**src/rtl/serializer_pkg.sv**
```systemverilog
// serializer_pkg: shared types and sizing helpers for the serializer slice.
// Contents: FSM state enum (IDLE/SEND) and the counter width helper.
// Latency/backpressure: n/a (declarations only).
package serializer_pkg;

  typedef enum logic {
    IDLE = 1'b0,
    SEND = 1'b1
  } ser_state_t;

  // Width of a counter that indexes 0..n-1; never narrower than one bit.
  function automatic int cnt_width(input int n);
    int w;
    w = $clog2(n);
    return (w < 1) ? 1 : w;
  endfunction

endpackage

```
**src/rtl/serializer_ctrl.sv**
```systemverilog
// serializer_ctrl: IDLE/SEND FSM and word counter for the serializer.
// Latency: first word valid the cycle after frame accept; one word per send_val&send_rdy.
// Backpressure: count and state hold while send_rdy is low; recv_rdy only in IDLE
//   (or on the last-word cycle when SERIALIZER_OVERLAP_EN is defined).
// Ports: clk, reset (async active-low), recv_val/send_rdy in;
//        recv_rdy, send_val, count (buffer index), load_en (buffer write strobe) out.
module serializer_ctrl
  import serializer_pkg::*;
#(
  parameter int N_SAMPLES = 8,
  parameter int CNT_W     = cnt_width(N_SAMPLES)
) (
  input  logic             clk,
  input  logic             reset,
  input  logic             recv_val,
  input  logic             send_rdy,
  output logic             recv_rdy,
  output logic             send_val,
  output logic [CNT_W-1:0] count,
  output logic             load_en
);

  localparam logic [CNT_W-1:0] LAST = CNT_W'(N_SAMPLES - 1);

  ser_state_t       r_state;
  ser_state_t       w_state_nxt;
  logic [CNT_W-1:0] r_count;
  logic [CNT_W-1:0] w_count_nxt;
  logic             r_alive;
  logic             w_last;
  logic             w_xfer;

  // r_alive keeps recv_rdy low while reset is held; it rises on the first
  // edge after release so the block never advertises ready during reset.
  always_ff @(posedge clk or negedge reset) begin
    if (!reset) begin
      r_state <= IDLE;
      r_count <= '0;
      r_alive <= 1'b0;
    end else begin
      r_state <= w_state_nxt;
      r_count <= w_count_nxt;
      r_alive <= 1'b1;
    end
  end

  assign w_last = (r_count == LAST);

  always_comb begin
    recv_rdy    = 1'b0;
    send_val    = 1'b0;
    w_xfer      = 1'b0;
    load_en     = 1'b0;
    w_state_nxt = r_state;
    w_count_nxt = r_count;
    case (r_state)
      IDLE: begin
        recv_rdy = r_alive;
      end
      SEND: begin
        send_val = 1'b1;
`ifdef SERIALIZER_OVERLAP_EN
        // Take the next frame in the same cycle the last word leaves.
        recv_rdy = w_last & send_rdy;
`endif
      end
      default: begin
        recv_rdy = 1'b0;
      end
    endcase

    w_xfer  = send_val & send_rdy;
    load_en = recv_val & recv_rdy;

    case (r_state)
      IDLE: begin
        if (load_en) begin
          w_state_nxt = SEND;
          w_count_nxt = '0;
        end
      end
      SEND: begin
        if (w_xfer) begin
          if (w_last) begin
            w_count_nxt = '0;
            // load_en can only be high here in the overlap build.
            w_state_nxt = load_en ? SEND : IDLE;
          end else begin
            w_count_nxt = r_count + CNT_W'(1);
          end
        end
      end
      default: begin
        w_state_nxt = IDLE;
        w_count_nxt = '0;
      end
    endcase
  end

  assign count = r_count;

endmodule

```
**src/rtl/serializer.sv**
```systemverilog
// serializer: buffers one N_SAMPLES-word frame and streams it out word 0 first.
// Latency: first word valid the cycle after frame accept; N_SAMPLES+1 cycles/frame
//   (N_SAMPLES with SERIALIZER_OVERLAP_EN defined and continuous traffic).
// Backpressure: send_msg/count hold while send_rdy is low; send_val never drops mid-frame.
// Ports: clk, reset (async active-low); recv_val/recv_rdy/recv_msg[N_SAMPLES] parallel in;
//        send_val/send_rdy/send_msg serial out. Option macro: SERIALIZER_OVERLAP_EN.
module serializer
  import serializer_pkg::*;
#(
  parameter int N_SAMPLES = 8,
  parameter int BIT_WIDTH = 32
) (
  input  logic                 clk,
  input  logic                 reset,
  input  logic                 recv_val,
  output logic                 recv_rdy,
  input  logic [BIT_WIDTH-1:0] recv_msg [N_SAMPLES-1:0],
  output logic                 send_val,
  input  logic                 send_rdy,
  output logic [BIT_WIDTH-1:0] send_msg
);

  localparam int CNT_W = cnt_width(N_SAMPLES);

  logic [CNT_W-1:0]     w_count;
  logic                 w_load_en;
  logic [BIT_WIDTH-1:0] r_buf [N_SAMPLES-1:0];

  serializer_ctrl #(
    .N_SAMPLES (N_SAMPLES),
    .CNT_W     (CNT_W)
  ) u_ctrl (
    .clk      (clk),
    .reset    (reset),
    .recv_val (recv_val),
    .send_rdy (send_rdy),
    .recv_rdy (recv_rdy),
    .send_val (send_val),
    .count    (w_count),
    .load_en  (w_load_en)
  );

  // One enabled, reset-to-zero register per word; recv_msg is only
  // sampled on the accept edge.
  for (genvar g = 0; g < N_SAMPLES; g++) begin : g_buf
    always_ff @(posedge clk or negedge reset) begin
      if (!reset) begin
        r_buf[g] <= '0;
      end else if (w_load_en) begin
        r_buf[g] <= recv_msg[g];
      end
    end
  end

  // Count never exceeds N_SAMPLES-1, so the mux index is always in range.
  assign send_msg = r_buf[w_count];

endmodule
```
**config.mk**
```make
export PLATFORM = sky130hd
export DESIGN_NAME = serializer
export DESIGN_NICKNAME = d
export VERILOG_FILES = /design/src/rtl/serializer_pkg.sv /design/src/rtl/serializer_ctrl.sv /design/src/rtl/serializer.sv
export SDC_FILE = /design/constraint.sdc
export NUM_CORES = 1
export LEC_CHECK = 0
export ABC_AREA = 0
export ABC_CLOCK_PERIOD_IN_PS = 2300
export CELL_PAD_IN_SITES_DETAIL_PLACEMENT = 0
export CELL_PAD_IN_SITES_GLOBAL_PLACEMENT = 1
export CORE_MARGIN = 2
export CORE_UTILIZATION = 41
export CTS_CLUSTER_DIAMETER = 60
export CTS_CLUSTER_SIZE = 8
export DETAILED_ROUTE_END_ITERATION = 6
export PLACE_DENSITY_LB_ADDON = 0.05
export SLEW_MARGIN = 10
export SYNTH_ARGS = -nofsm -noshare
export SYNTH_HDL_FRONTEND = slang
export SYNTH_SLANG_ARGS = --single-unit
```
**constraint.sdc**
```tcl
create_clock -name clk -period 2.3 [get_ports clk]
set_input_delay 0.575 -clock clk [delete_from_list [all_inputs] [get_ports clk]]
set_output_delay 0.575 -clock clk [all_outputs]
set_load 0.02 [all_outputs]
```
==> summary.md <==
| Metric | Value |
|---|---|
| Lkg Pwr | 6.93 nW |
| Final setup margin | -0.528 ns |
| Cell count after synthesis | between 600 and 700 |
| WL/cell | between 20 and 25 um |
| Die Wd | around 170 um |
| Layout fillers | 2,301 |
| Post-layout util | between 50% and 60% |
| Largest family of logic cells by synthesized area | multiplexers |
| Final number of hold-violating endpoints | 0 |
| Startpoint Class | register |
| Setup CP Type | register to output pin |
| ANT nets after route | 0 |
| H-tree level count | 2 |
| CP endpoint kind | output pin |
| 1st-pass router iterations | 6 |
| VDD IR max | ~1200 uV |
| Initial antenna violation count | 9 |
| Post-synth EDFFs | 0 |
| Syn_nets | approximately 940 |
| Mux share of post-synthesis cell area | between 30 and 40% |
| Vias per inst | 5.17 |
| Initial core utilization | 41.3% |
| Global route overflow | 0 |
| Most frequent cells in the layout | 258 x clkdlybuf4s50_1, 258 x dfrtp_1, 229 x mux2_1 |
| Setup TNS | -15.03 ns |
| CTS tree | yes |
| Place WS | -0.451 ns |
| Rows | 62 |
| Pwr Density | ~1400 nW/um^2 |
| DR iter-0 viols | 337 |
| Yosys reg bits | approximately 260 |
| Post-Synth Adder-Cell Area | less than 1% |
| Slew Viols, Final | 0 |
| Worst r2r dst | u_ctrl.count[2]$_DFFE_PN0P_ |
| XOR/XNOR Fraction of Synth Area | 0% |
| Post-synthesis compound-gate area fraction | less than 1% |
| First-pass GRT wire length | 50,600 um |
| Multi-input logic area | 4900 sq um |
| Asr flop ratio synth | 100% |
| Clock Latency Late Sink | 0.50 ns |
| Inserted Clock Buffers | 38 |
| RR Startpoint | u_ctrl.count[0]$_DFFE_PN0P_ |
| Die H | 174 um |
| IO buf count | a little under 300 |
| Die Area | 30,100 sq um |
| Sequential cell area | 6540 sq um |
| Most used DFF post-synth | dfrtp_1 |
| Critical Path Fanout Max | 6 |
| Unrepaired setup endpoints after global routing | true |
| Critical Path AT | 2.25 ns |
| Min-Delay Endpoint | r_buf[132]$_DFFE_PN0P_ |
| Largest net degree at the start of global routing | around 80 |
| Hold path cells | 1 |
| Synth-to-Final Area Change | 40.5% |
| Post-route cell area | between 15,000 and 20,000 sq um |
| Final period util | 123% |
| Root Driver | clkbuf_16 |
| GP Congestion | a little under 0.9 |
| Simple-gate share of the synthesized area | less than 1% |
| Origin of the worst min-delay path | r_buf[132]$_DFFE_PN0P_ |
| Hpwl dp | ~25,000 um |
| Crit path required time | roughly 1.7 ns |
| Proportion of layout cells with a drive suffix above 1 | between 20 and 25% |
| Violated checks | setup timing |
| Core area | 28,500 sq um |
| Clock transition at path regs | roughly 0.05 ns |
| Synthesized cell area | approximately 12,000 sq um |
| Outcome | complete, but fails checks |
| Yosys warning count | 0 |
| FMAX | between 300 and 400 MHz |
| Tot GR Track Use | 22.5% |
| Final setup vio count | 32 |
| Clk sink count | between 200 and 300 |
| Non-Filler Instances | about 1,400 |
| Synth unique cells | 24 |
| Reg2Reg Depth | 7 |
| Residual DRC | 0 |
| Vias in the first global route | around 8,500 |
| Setup slack, reg-to-reg | between 0.3 and 0.4 ns |
| Placed insts | 1,340 |
| Via count | 7,228 |
| Minimum clock period | between 2 and 3 ns |
| Max Cap Viol | 0 |
| Clock Path Buffers | 3 |
| Seq/Total Area, Yosys | 55.4% |
| # IOs | a little under 300 |
| Clock Skews | 0.0161 ns |
| HP Class | register to register |
| Layout Nets | 1,267 |
| Area post-placement | roughly 15,000 sq um |
| Average size of a mapped cell | around 17 sq um |
| Routed Wire Length | about 33,000 um |
-- cell usage after synthesis, types with 2 or more instances --
library cell  count  area (sq um)
buf_4             4          30.0
mux4_1            8           210
a31o_2            3          26.3
dfrtp_1         261          6530
mux2_2           59           664
mux4_2           55          1240
buf_2            10          50.1
ha_1              2          25.0
buf_6            26           293
mux2_1          229          2580
clkbuf_1          4          15.0
nand2_1           2          7.51
-- worst max path at each step --
| stage | slack (ns) | from | end | cells past startpoint |
|---|---|---|---|---|
| after floorplan | 0.17 | u_ctrl.count[0]$_DFFE_PN0P_ | send_msg[25] | 4 |
| after global placement | -0.45 | u_ctrl.count[0]$_DFFE_PN0P_ | send_msg[16] | 4 |
| after detailed placement | -0.45 | u_ctrl.count[0]$_DFFE_PN0P_ | send_msg[17] | 4 |
| after CTS | -0.60 | u_ctrl.count[0]$_DFFE_PN0P_ | send_msg[5] | 6 |
| after global routing | -0.58 | u_ctrl.count[0]$_DFFE_PN0P_ | send_msg[3] | 5 |
| final | -0.53 | u_ctrl.count[0]$_DFFE_PN0P_ | send_msg[17] | 5 |
-- per-stage QoR --
stage | hold WS [ns] | total power, mW
after detailed placement | 0.471 | 17.7
after floorplan | 0.279 | 13.6
after global routing | 0.491 | 24.5
after CTS | 0.481 | 23.4
final | 0.477 | 23.2
after global placement | 0.463 | 17.4
-- registers in the layout, indices dropped and copies added (netlist names) --
name            flops
r_buf             256
u_ctrl.count        3
u_ctrl.r_alive      1
u_ctrl.r_state      1
-- routing by layer --
| layer | GRT usage (%) | share of wire [%] |
|---|---|---|
| met1 | 24.0 | 35 |
| met2 | 41.6 | 54 |
| met3 | 7.28 | 7.7 |
| met4 | 8.19 | 3.4 |
| met5 | 0 | 0.13 |
-- cell type report --
| cell class | count | share of cell area [%] |
|---|---|---|
| flip-flops and latches | 261 | 39.5 |
| multi-input cells | 367 | 29.6 |
| repair buffers | 337 | 21.9 |
| clock buffers | 43 | 5.98 |
| well taps | 384 | 2.90 |
| diodes | 5 | 0.0755 |
| clock inverters | 1 | 0.0529 |
-- where the power goes --
part	total, mW	switching [mW]	internal [mW]
combinational	9.93	3.93	6.00
sequential	8.46	1.53	6.93
clock	4.83	1.85	2.99
total	23.2	7.30	15.9
-- critical path, cell delays in order, from the launching register on --
cell     delay, ns
dfrtp_4       0.50
buf_12        0.15
buf_12        0.14
mux4_2        0.50
mux2_4        0.31
buf_6         0.13
-- repair_timing --
item	in CTS	in global routing
cloned	2	1
endpoints found under the setup margin	33	33
endpoints found under the hold margin	34	0
hold buffers	1	0
resized for setup	224	18
buffers inserted	7	1
-- logic make-up after synthesis --
| logic type | after synthesis |
|---|---|
| fa+ha+maj | 2 |
| buf+inv | 47 |
| other cells | 1 |
| flops | 261 |
| mux | 352 |
| simple gates | 8 |
| compound gates | 4 |
No activity file was read; power rests on OpenSTA's default activity.
